`src/rtl/memory_arbiter.sv`:
```
`default_nettype none
// +--------------------------------------------------------------------------+
// | memory_arbiter : arbitrates per-CPU I/D cache requests onto one RAM port |
// | Revision 1.0                                                             |
// +--------------------------------------------------------------------------+

package cpu_types_pkg;
  typedef enum logic [1:0] {
    FREE   = 2'd0,
    BUSY   = 2'd1,
    ACCESS = 2'd2,
    ERROR  = 2'd3
  } ramstate_t;
endpackage

module memory_arbiter
  import cpu_types_pkg::*;
#(
  parameter int CPUS    = 2,
  parameter int WORD_W  = 32,
  parameter int ADDR_W  = 32,
  parameter int TIMEOUT = 255
) (
  input  logic                     CLK,
  input  logic                     RST,
  input  logic [CPUS-1:0]          iREN,
  input  logic [CPUS*ADDR_W-1:0]   iaddr,
  input  logic [CPUS-1:0]          dREN,
  input  logic [CPUS-1:0]          dWEN,
  input  logic [CPUS*ADDR_W-1:0]   daddr,
  input  logic [CPUS*WORD_W-1:0]   dstore,
  output logic [CPUS-1:0]          iwait,
  output logic [CPUS-1:0]          dwait,
  output logic [CPUS*WORD_W-1:0]   iload,
  output logic [CPUS*WORD_W-1:0]   dload,
  output logic [CPUS-1:0]          ierr,
  output logic [CPUS-1:0]          derr,
  output logic                     ramREN,
  output logic                     ramWEN,
  output logic [ADDR_W-1:0]        ramaddr,
  output logic [WORD_W-1:0]        ramstore,
  input  logic [WORD_W-1:0]        ramload,
  input  ramstate_t                ramstate
);

  localparam int C_IDX_W = (CPUS > 1) ? $clog2(CPUS) : 1;
  localparam int C_CNT_W = (TIMEOUT > 1) ? $clog2(TIMEOUT) : 1;
  localparam logic [C_CNT_W-1:0] C_WDOG_LAST = C_CNT_W'((TIMEOUT > 0) ? TIMEOUT - 1 : 0);
  localparam logic [C_IDX_W-1:0] C_LAST_CPU  = C_IDX_W'(CPUS - 1);

  typedef enum logic [0:0] {
    IDLE = 1'b0,
    XFER = 1'b1
  } state_t;

  state_t               state_q, state_d;
  logic [C_IDX_W-1:0]   owner_q, owner_d;
  logic [C_IDX_W-1:0]   d_ptr_q, d_ptr_d;
  logic [C_IDX_W-1:0]   i_ptr_q, i_ptr_d;
  logic                 cls_d_q, cls_d_d;
  logic                 write_q, write_d;
  logic [C_CNT_W-1:0]   wdog_q, wdog_d;

  logic [CPUS-1:0]      w_d_req;
  logic [C_IDX_W:0]     w_d_pick;
  logic [C_IDX_W:0]     w_i_pick;
  logic                 w_own_req;
  logic                 w_active;
  logic                 w_done;
  logic                 w_err;
  logic [C_IDX_W-1:0]   w_owner_next;
  logic [ADDR_W-1:0]    w_addr_sel;
  logic [WORD_W-1:0]    w_store_sel;

  // Returns {found, index} of the first set request at or after ptr, wrapping.
  function automatic logic [C_IDX_W:0] rr_pick(input logic [CPUS-1:0] req,
                                               input logic [C_IDX_W-1:0] ptr);
    logic [C_IDX_W:0]   res;
    logic [C_IDX_W-1:0] idx;
    res = '0;
    for (int k = CPUS - 1; k >= 0; k--) begin
      idx = C_IDX_W'((int'(ptr) + k) % CPUS);
      if (req[idx]) res = {1'b1, idx};
    end
    return res;
  endfunction

  assign w_d_req      = dREN | dWEN;
  assign w_d_pick     = rr_pick(w_d_req, d_ptr_q);
  assign w_i_pick     = rr_pick(iREN, i_ptr_q);
  assign w_own_req    = cls_d_q ? w_d_req[owner_q] : iREN[owner_q];
  assign w_active     = (state_q == XFER) && w_own_req;
  assign w_owner_next = (owner_q == C_LAST_CPU) ? '0 : owner_q + 1'b1;

  always_comb begin
    w_addr_sel  = '0;
    w_store_sel = '0;
    for (int c = 0; c < CPUS; c++) begin
      if (owner_q == C_IDX_W'(c)) begin
        w_addr_sel  = cls_d_q ? daddr[c*ADDR_W +: ADDR_W] : iaddr[c*ADDR_W +: ADDR_W];
        w_store_sel = dstore[c*WORD_W +: WORD_W];
      end
    end
  end

  always_comb begin
    state_d = state_q;
    owner_d = owner_q;
    cls_d_d = cls_d_q;
    write_d = write_q;
    d_ptr_d = d_ptr_q;
    i_ptr_d = i_ptr_q;
    wdog_d  = '0;
    w_done  = 1'b0;
    w_err   = 1'b0;
    case (state_q)
      IDLE: begin
        if (w_d_pick[C_IDX_W]) begin
          owner_d = w_d_pick[C_IDX_W-1:0];
          cls_d_d = 1'b1;
          write_d = dWEN[w_d_pick[C_IDX_W-1:0]];
          state_d = XFER;
        end else if (w_i_pick[C_IDX_W]) begin
          owner_d = w_i_pick[C_IDX_W-1:0];
          cls_d_d = 1'b0;
          write_d = 1'b0;
          state_d = XFER;
        end
      end
      XFER: begin
        // Withdrawal wins over a same-cycle completion: the strobes are already gone.
        if (!w_own_req) begin
          state_d = IDLE;
        end else if ((ramstate == ACCESS) || (ramstate == ERROR) ||
                     ((TIMEOUT > 0) && (wdog_q == C_WDOG_LAST))) begin
          w_done  = 1'b1;
          w_err   = (ramstate != ACCESS);
          state_d = IDLE;
          if (cls_d_q) d_ptr_d = w_owner_next;
          else         i_ptr_d = w_owner_next;
        end else if (TIMEOUT > 0) begin
          wdog_d = wdog_q + 1'b1;
        end
      end
      default: state_d = IDLE;
    endcase
  end

  always_ff @(posedge CLK or posedge RST) begin
    if (RST) begin
      state_q <= IDLE;
      owner_q <= '0;
      cls_d_q <= 1'b0;
      write_q <= 1'b0;
      d_ptr_q <= '0;
      i_ptr_q <= '0;
      wdog_q  <= '0;
    end else begin
      state_q <= state_d;
      owner_q <= owner_d;
      cls_d_q <= cls_d_d;
      write_q <= write_d;
      d_ptr_q <= d_ptr_d;
      i_ptr_q <= i_ptr_d;
      wdog_q  <= wdog_d;
    end
  end

  assign ramWEN   = w_active && cls_d_q && write_q;
  assign ramREN   = w_active && !(cls_d_q && write_q);
  assign ramaddr  = w_active ? w_addr_sel : '0;
  assign ramstore = ramWEN ? w_store_sel : '0;
  assign iload    = {CPUS{ramload}};
  assign dload    = {CPUS{ramload}};

  always_comb begin
    for (int c = 0; c < CPUS; c++) begin
      iwait[c] = !(w_done && !cls_d_q && (owner_q == C_IDX_W'(c)));
      dwait[c] = !(w_done &&  cls_d_q && (owner_q == C_IDX_W'(c)));
      ierr[c]  =   w_err  && !cls_d_q && (owner_q == C_IDX_W'(c));
      derr[c]  =   w_err  &&  cls_d_q && (owner_q == C_IDX_W'(c));
    end
  end

endmodule

`default_nettype wire

```
`config.mk`:
```
export PLATFORM = sky130hd
export DESIGN_NAME = memory_arbiter
export DESIGN_NICKNAME = d
export VERILOG_FILES = /design/src/rtl/memory_arbiter.sv
export SDC_FILE = /design/constraint.sdc
export NUM_CORES = 1
export LEC_CHECK = 0
export CORE_AREA = 2 2 172 174
export CTS_CLUSTER_DIAMETER = 200
export CTS_CLUSTER_SIZE = 30
export DETAILED_ROUTE_END_ITERATION = 8
export DIE_AREA = 0 0 174 176
export SLEW_MARGIN = 20
export SYNTH_ARGS = -nofsm -noshare
export SYNTH_HDL_FRONTEND = slang
export SYNTH_SLANG_ARGS = --single-unit
```
`constraint.sdc`:
```
create_clock -name CLK -period 2.64 [get_ports CLK]
set_input_delay 0.792 -clock CLK [delete_from_list [all_inputs] [get_ports CLK]]
set_output_delay 0.792 -clock CLK [all_outputs]
set_load 0.02 [all_outputs]
```
# Word-level counts from Yosys, hierarchy flattened
# Cells that the tools add are included.
[totals]
reg_bits = 14
in_bits = 234
out_inout_bits = 202
wordCells = 99
[op_classes]
add_sub_neg = 4
magnitude_cmp = 6
eq_ne = 4
muxes = 45
bitwise = 4
reduce_logical = 29
[op_table]
columns = ["operator", "count"]
rows = [
  ["2-to-1 mux 32 bit", 6],
  ["2-to-1 mux 1 bit", 31],
  ["2-to-1 mux 8 bit", 3],
  ["logical AND 1 bit", 17],
  ["less-than comparator 1 x 2 -> 1 bit, second input constant", 6],
  ["adder 8 x 1 -> 8 bit, second input constant", 1],
  ["== test 8 bit, second input constant", 1],
  ["2-to-1 mux 2 bit", 4],
  ["AND reduction 4 bit", 2],
  ["zero test 1 bit", 6],
  ["== test 2 bit, second input constant", 2],
  ["adder 1 bit, second input constant", 3],
  ["inverter 1 bit", 3],
  ["logical OR 1 bit", 2],
  ["inequality test 2 bit, second input constant", 1],
  ["OR 2 bit", 1],
  ["case mux 1 bit (2 select lines)", 1],
  ["AND reduction 2 bit", 1],
  ["nonzero test 2 bit", 1],
]

# Depth between registers and ports, before layout
[logic_depth]
word_depth = 9
depth_mapped = 6
depth_no_buf = 5

# Least setup slack after synthesis
# OpenSTA, ideal clock, no wires.
[synth_path]
kind = "input to output"
start = "input dREN[1]"
end = "output ramstore[10]"
arrival_ns = 1.806
required_ns = 1.848
path_slack_ns = 0.042
stages = 5
path_buffers = 1
cell_sequence = "nor2_1 > a21oi_2 > nand4_2 > buf_2 > nor2_1"
[synth_between]
elab_chain_len = 8
[synth_rtl]
columns = ["element", "line_no", "rtl"]
rows = [
  ["start, declared", "28", "input logic [CPUS-1:0] dREN,"],
  ["OR 2 bit", "88", "assign w_d_req = dREN | dWEN;"],
  ["2-to-1 mux 1 bit (not written as such) (2 in a row)", "91", "assign w_own_req = cls_d_q ? w_d_req[owner_q] : iREN[owner_q];"],
  ["2-to-1 mux 1 bit", "91", ""],
  ["logical AND 1 bit", "92", "assign w_active = (state_q == XFER) && w_own_req;"],
  ["logical AND 1 bit (2 in a row)", "169", "assign ramWEN = w_active && cls_d_q && write_q;"],
  ["2-to-1 mux 32 bit", "172", "assign ramstore = ramWEN ? w_store_sel : '0;"],
  ["end, declared", "41", "output logic [WORD_W-1:0] ramstore,"],
]
# No other way between the ends. The select of a mux whose other input is x is not followed.

# Worst setup path in the final report
[layout_path]
start = "input iREN[0]"
end = "output ramaddr[14]"
[layout_between]
elab_chain_len = 5
[layout_rtl]
columns = ["element", "line_no", "rtl"]
rows = [
  ["start, declared", "26", "input logic [CPUS-1:0] iREN,"],
  ["2-to-1 mux 1 bit (not written as such) (2 in a row)", "91", ""],
  ["2-to-1 mux 1 bit", "91", ""],
  ["logical AND 1 bit", "92", ""],
  ["2-to-1 mux 32 bit", "171", "assign ramaddr = w_active ? w_addr_sel : '0;"],
  ["end, declared", "40", "output logic [ADDR_W-1:0] ramaddr,"],
]
# No other way between the ends. The select of a mux whose other input is x is not followed.

==> report_table.html <==
<table>
<tr><th>Metric</th><th>Value</th></tr>
<tr><th colspan="2">Min path</th></tr>
<tr><td>Start point of the worst hold path</td><td>i_ptr_q</td></tr>
<tr><td>Tightest Hold Check Type</td><td>flop to flop</td></tr>
<tr><th colspan="2">Detailed routing</th></tr>
<tr><td>First-pass detailed-route iteration total</td><td>4</td></tr>
<tr><td>Total vias in the final route</td><td>3357</td></tr>
<tr><td>Routed via count divided by cell count</td><td>3.57</td></tr>
<tr><td>Routed Antenna Nets</td><td>0</td></tr>
<tr><td>Average wire per cell in the routed design</td><td>15.4 um</td></tr>
<tr><td>Drt drc</td><td>0</td></tr>
<tr><td>Initial detailed-routing violation count</td><td>46</td></tr>
<tr><td>Final wirelength</td><td>14.5 mm</td></tr>
<tr><th colspan="2">Setup path</th></tr>
<tr><td>End of the worst register-to-register path</td><td>i_ptr_q</td></tr>
<tr><td>Startpoint kind of the worst setup timing path</td><td>primary input</td></tr>
<tr><td>Crit. Startpoint</td><td>iREN[0]</td></tr>
<tr><td>Setup slack of the most critical reg-to-reg path</td><td>0.93 ns</td></tr>
<tr><td>Critical path class</td><td>primary input to primary output</td></tr>
<tr><td>WP data required</td><td>1.85 ns</td></tr>
<tr><td>FF-to-FF path depth</td><td>6</td></tr>
<tr><td>CP Capture Point</td><td>ramaddr[14]</td></tr>
<tr><td>R2R Path Start</td><td>owner_q</td></tr>
<tr><td>Crit path DAT</td><td>2.02 ns</td></tr>
<tr><td>CP Capture Type</td><td>primary output</td></tr>
<tr><td>Largest fanout on the critical path</td><td>4</td></tr>
<tr><th colspan="2">CTS</th></tr>
<tr><td>H-tree depth</td><td>1</td></tr>
<tr><td>TritonCTS clock tree</td><td>done</td></tr>
<tr><td>Clock Tree Buf Depth</td><td>2</td></tr>
<tr><td>Number of buffers created by CTS</td><td>3</td></tr>
<tr><td>Number of hold buffers added after cts</td><td>0</td></tr>
<tr><td>Clk slew on worst S/H paths</td><td>0.04 ns</td></tr>
<tr><td>Number of clock sinks seen by CTS</td><td>14</td></tr>
<tr><td>Clock root buffer</td><td>sky130_fd_sc_hd__clkbuf_16</td></tr>
<tr><td>Skew-Pair Late Insertion Delay</td><td>0.24 ns</td></tr>
<tr><th colspan="2">STA</th></tr>
<tr><td>Unrepaired setup endpoints after global routing</td><td>yes</td></tr>
<tr><td>Transition time at the pin with the least slew margin</td><td>0.506 ns</td></tr>
<tr><td>Final setup violation count</td><td>52</td></tr>
<tr><td>Peak clock frequency supported by timing</td><td>355 MHz</td></tr>
<tr><td>Worst setup slack after layout</td><td>-0.174 ns</td></tr>
<tr><td>Setup skew after layout</td><td>0.00215 ns</td></tr>
<tr><td>Number of hold violations in the final report</td><td>0</td></tr>
<tr><td>Tmin final</td><td>2.81 ns</td></tr>
<tr><td>Number of max-slew violations in the final report</td><td>0</td></tr>
<tr><td>Final clock period utilization by the worst path</td><td>1.07</td></tr>
<tr><td>Max-slew headroom at the worst pin</td><td>0.663</td></tr>
<tr><th colspan="2">Floorplanning</th></tr>
<tr><td>Initial standard-cell utilization of the core</td><td>0.115</td></tr>
<tr><td>Top-level port count</td><td>436</td></tr>
<tr><td>Floorplan die area</td><td>30600 um2</td></tr>
<tr><td>Die width</td><td>174 um</td></tr>
<tr><td>Core area</td><td>28500 um2</td></tr>
<tr><td>Vert. Die Dim</td><td>176 um</td></tr>
<tr><td>Std cell rows</td><td>62</td></tr>
<tr><th colspan="2">Pwr</th></tr>
<tr><td>Maximum VDD drop</td><td>395 uV</td></tr>
<tr><td>Combinational share of power</td><td>0.885</td></tr>
<tr><td>Power Internal</td><td>3.04 mW</td></tr>
<tr><td>Fraction of power spent switching nets</td><td>0.435</td></tr>
<tr><td>Switching pwr</td><td>2.34 mW</td></tr>
<tr><td>Power Density</td><td>826 nW/um2</td></tr>
<tr><td>Share of total power in the clock network</td><td>0.051</td></tr>
<tr><td>Reg power frac</td><td>0.065</td></tr>
<tr><td>LEAKAGE</td><td>2.79 nW</td></tr>
<tr><th colspan="2">Global route</th></tr>
<tr><td>Maximum number of pins on one net before global-route repair</td><td>32</td></tr>
<tr><td>GRT Total Usage</td><td>0.0888</td></tr>
<tr><td>Number of global-route vias before repair</td><td>3712</td></tr>
<tr><td>Initial antenna violation count</td><td>2</td></tr>
<tr><td>Leftover overflow at the end of global routing</td><td>0</td></tr>
<tr><td>First-pass GRT wire length</td><td>21.2 mm</td></tr>
<tr><th colspan="2">Synth</th></tr>
<tr><td>Synthesized instance count</td><td>357</td></tr>
<tr><td>Cell types with the largest area share after synthesis</td><td>sky130_fd_sc_hd__buf_4 31%, sky130_fd_sc_hd__mux4_2 22%, sky130_fd_sc_hd__dfrtp_1 11%</td></tr>
<tr><td>Count of distinct cell types in the synthesized netlist</td><td>38</td></tr>
<tr><td>Synthesis-stage register bit count</td><td>14</td></tr>
<tr><td>Top cell type by total area after synthesis</td><td>sky130_fd_sc_hd__buf_4</td></tr>
<tr><td>Syn Std Cell Area</td><td>3280 um2</td></tr>
<tr><td>Synth top area share</td><td>0.309</td></tr>
<tr><td>Synthesized area divided by synthesized cell count</td><td>9.18 um2</td></tr>
<tr><td>YS warnings</td><td>0</td></tr>
<tr><td>Share of the yosys chip area belonging to registers</td><td>0.107</td></tr>
<tr><td>Syn_nets</td><td>593</td></tr>
<tr><th colspan="2">Layout</th></tr>
<tr><td>Diodes inserted</td><td>0</td></tr>
<tr><td>Area growth, synth to finish</td><td>98.4%</td></tr>
<tr><td>Fraction of layout cells with a size suffix above 1</td><td>0.433</td></tr>
<tr><td>Net count reported at finish</td><td>794</td></tr>
<tr><td>Non-filler instance count after layout</td><td>940</td></tr>
<tr><th colspan="2">Placed design</th></tr>
<tr><td>Final HPWL DP</td><td>11.4 mm</td></tr>
<tr><td>Number of buffers inserted by port buffering</td><td>275</td></tr>
<tr><td>Minimum setup slack after placement</td><td>-0.959 ns</td></tr>
<tr><td>Placed Instances</td><td>906</td></tr>
<tr><td>Routability congestion estimate from global placement</td><td>0.733</td></tr>
<tr><th colspan="2">Status</th></tr>
<tr><td>Violations in the final reports</td><td>negative setup slack</td></tr>
<tr><td>Run status</td><td>finished with violations</td></tr>
<tr><th colspan="2">Run</th></tr>
<tr><td>Total of max-cap violations</td><td>0</td></tr>
</table>
==> worst min path at each step <==
stage | end | slack, ns | cells after the start
after floorplan | i_ptr_q | 0.48 | 1
after global placement | i_ptr_q | 0.51 | 1
after detailed placement | i_ptr_q | 0.51 | 1
after CTS | i_ptr_q | 0.52 | 1
after global routing | i_ptr_q | 0.53 | 1
final | i_ptr_q | 0.51 | 1
==> layout make-up <==
| type | count | area [um2] |
|---|---|---|
| Clock buffer | 3 | 75.1 |
| Fill cell | 3143 | 22000 |
| Inverter | 7 | 26.3 |
| Multi-Input combinational cell | 190 | 2160 |
| Sequential cell | 14 | 355 |
| Tap cell | 384 | 480 |
| Timing Repair Buffer | 342 | 3410 |
==> state kept, by name, indices dropped and copies added (netlist names) <==
signal and flops:
cls_d_q 1, d_ptr_q 1, i_ptr_q 1, owner_q 1
state_q 1, wdog_q 8, write_q 1
==> stage by stage <==
step                utilization  setup TNS [ns]  total power, mW  hold WS, ns  cell area (um2)
floorplan                     -               0             2.75        0.476             3280
global placement          0.203          -60.22             4.20        0.511             5800
detailed placement        0.203          -61.15             4.22        0.507             5800
CTS                       0.222           -8.36             5.35        0.521             6350
global route              0.228           -8.65             5.69        0.534             6500
finish                    0.228           -5.25             5.37        0.513             6500
==> cells in the final DEF (no fill, tap or decap), types with 4 or more instances in the layout <==
cell type	n
sky130_fd_sc_hd__nor2_4	30
sky130_fd_sc_hd__dfrtp_1	12
sky130_fd_sc_hd__dlygate4sd2_1	53
sky130_fd_sc_hd__nor2b_1	22
sky130_fd_sc_hd__buf_4	54
sky130_fd_sc_hd__mux2i_1	32
sky130_fd_sc_hd__xor2_1	5
sky130_fd_sc_hd__inv_1	6
sky130_fd_sc_hd__buf_2	15
sky130_fd_sc_hd__mux4_2	32
sky130_fd_sc_hd__nor2b_4	9
sky130_fd_sc_hd__buf_6	60
sky130_fd_sc_hd__nand2b_1	4
sky130_fd_sc_hd__buf_8	5
sky130_fd_sc_hd__buf_12	9
sky130_fd_sc_hd__nor2_1	15
sky130_fd_sc_hd__clkdlybuf4s50_1	136
sky130_fd_sc_hd__dlymetal6s2s_1	6
==> synth_stat cells <==
cell type and count:
sky130_fd_sc_hd__nor2b_1 33, sky130_fd_sc_hd__inv_1 7, sky130_fd_sc_hd__a21oi_2 1, sky130_fd_sc_hd__buf_2 8, sky130_fd_sc_hd__a21oi_1 3, sky130_fd_sc_hd__and3b_1 1, sky130_fd_sc_hd__mux2_4 3, sky130_fd_sc_hd__clkbuf_4 1
sky130_fd_sc_hd__nor4_1 1, sky130_fd_sc_hd__o22ai_1 1, sky130_fd_sc_hd__a41o_4 1, sky130_fd_sc_hd__xor2_1 5, sky130_fd_sc_hd__nand2b_1 5, sky130_fd_sc_hd__o32ai_1 1, sky130_fd_sc_hd__o21ai_0 2, sky130_fd_sc_hd__o21ai_2 1
sky130_fd_sc_hd__or2_2 2, sky130_fd_sc_hd__dfrtp_1 14, sky130_fd_sc_hd__ha_1 2, sky130_fd_sc_hd__a31oi_1 1, sky130_fd_sc_hd__and4_4 1, sky130_fd_sc_hd__and3_1 1, sky130_fd_sc_hd__nand4_1 1, sky130_fd_sc_hd__nand4_2 1
sky130_fd_sc_hd__xnor2_1 1, sky130_fd_sc_hd__nor3_1 3, sky130_fd_sc_hd__clkbuf_1 2, sky130_fd_sc_hd__o21a_1 1, sky130_fd_sc_hd__nand4_4 2, sky130_fd_sc_hd__mux4_2 32, sky130_fd_sc_hd__mux2i_1 32, sky130_fd_sc_hd__o211ai_2 1
sky130_fd_sc_hd__a41oi_1 1, sky130_fd_sc_hd__a211o_1 1, sky130_fd_sc_hd__nand3_1 3, sky130_fd_sc_hd__nand2_1 1, sky130_fd_sc_hd__buf_4 135, sky130_fd_sc_hd__nor2_1 45
==> worst max-delay path, cell delays in order <==
cell,delay [ns]
sky130_fd_sc_hd__buf_6,0.09
sky130_fd_sc_hd__mux2_4,0.26
sky130_fd_sc_hd__o21a_1,0.21
sky130_fd_sc_hd__o21ai_4,0.10
sky130_fd_sc_hd__buf_6,0.16
sky130_fd_sc_hd__buf_16,0.12
sky130_fd_sc_hd__buf_6,0.10
sky130_fd_sc_hd__nor2b_1,0.04
sky130_fd_sc_hd__buf_4,0.15
==> power by group through the flow <==
stage               Clock, mW  Combinational, mW  Sequential (mW)
finish                  0.272               4.76            0.348
global route            0.288               5.04            0.356
CTS                     0.280               4.72            0.348
detailed placement          0               3.88            0.343
global placement            0               3.86            0.343
floorplan                   0               2.43            0.317
==> cell families (layout without fill, tap and decap cells) <==
| kind of cell | Yosys count | in the layout | share of synthesized area |
|---|---|---|---|
| AOI/OAI and AO/OA | 15 | 15 | 0.0374 |
| xor gates and xnor gates | 6 | 6 | 0.0160 |
| adders and majority gates | 2 | 2 | 0.00763 |
| buffers and inverters | 153 | 352 | 0.334 |
| DFF | 14 | 14 | 0.107 |
| muxes | 67 | 67 | 0.331 |
| and+or+nand+nor | 100 | 100 | 0.167 |
==> timing repair <==
item,CTS,global route
cloned,5,0
resized for setup,528,65
pin swaps,13,22
endpoints found under the setup margin,74,72
buffers inserted,25,5
==> layer usage <==
| metal | vias up | routed length, um | track usage | part of all wire |
|---|---|---|---|---|
| met1 | 1524 | 4670 | 0.0841 | 0.32 |
| li1 | 1507 | - | - | - |
| met3 | 47 | 1780 | 0.0375 | 0.12 |
| met4 | 2 | 480 | 0.0273 | 0.033 |
| met5 | - | 13 | 0 | 0.00090 |
| met2 | 277 | 7510 | 0.173 | 0.52 |
Power figures use the tool's default switching activity.
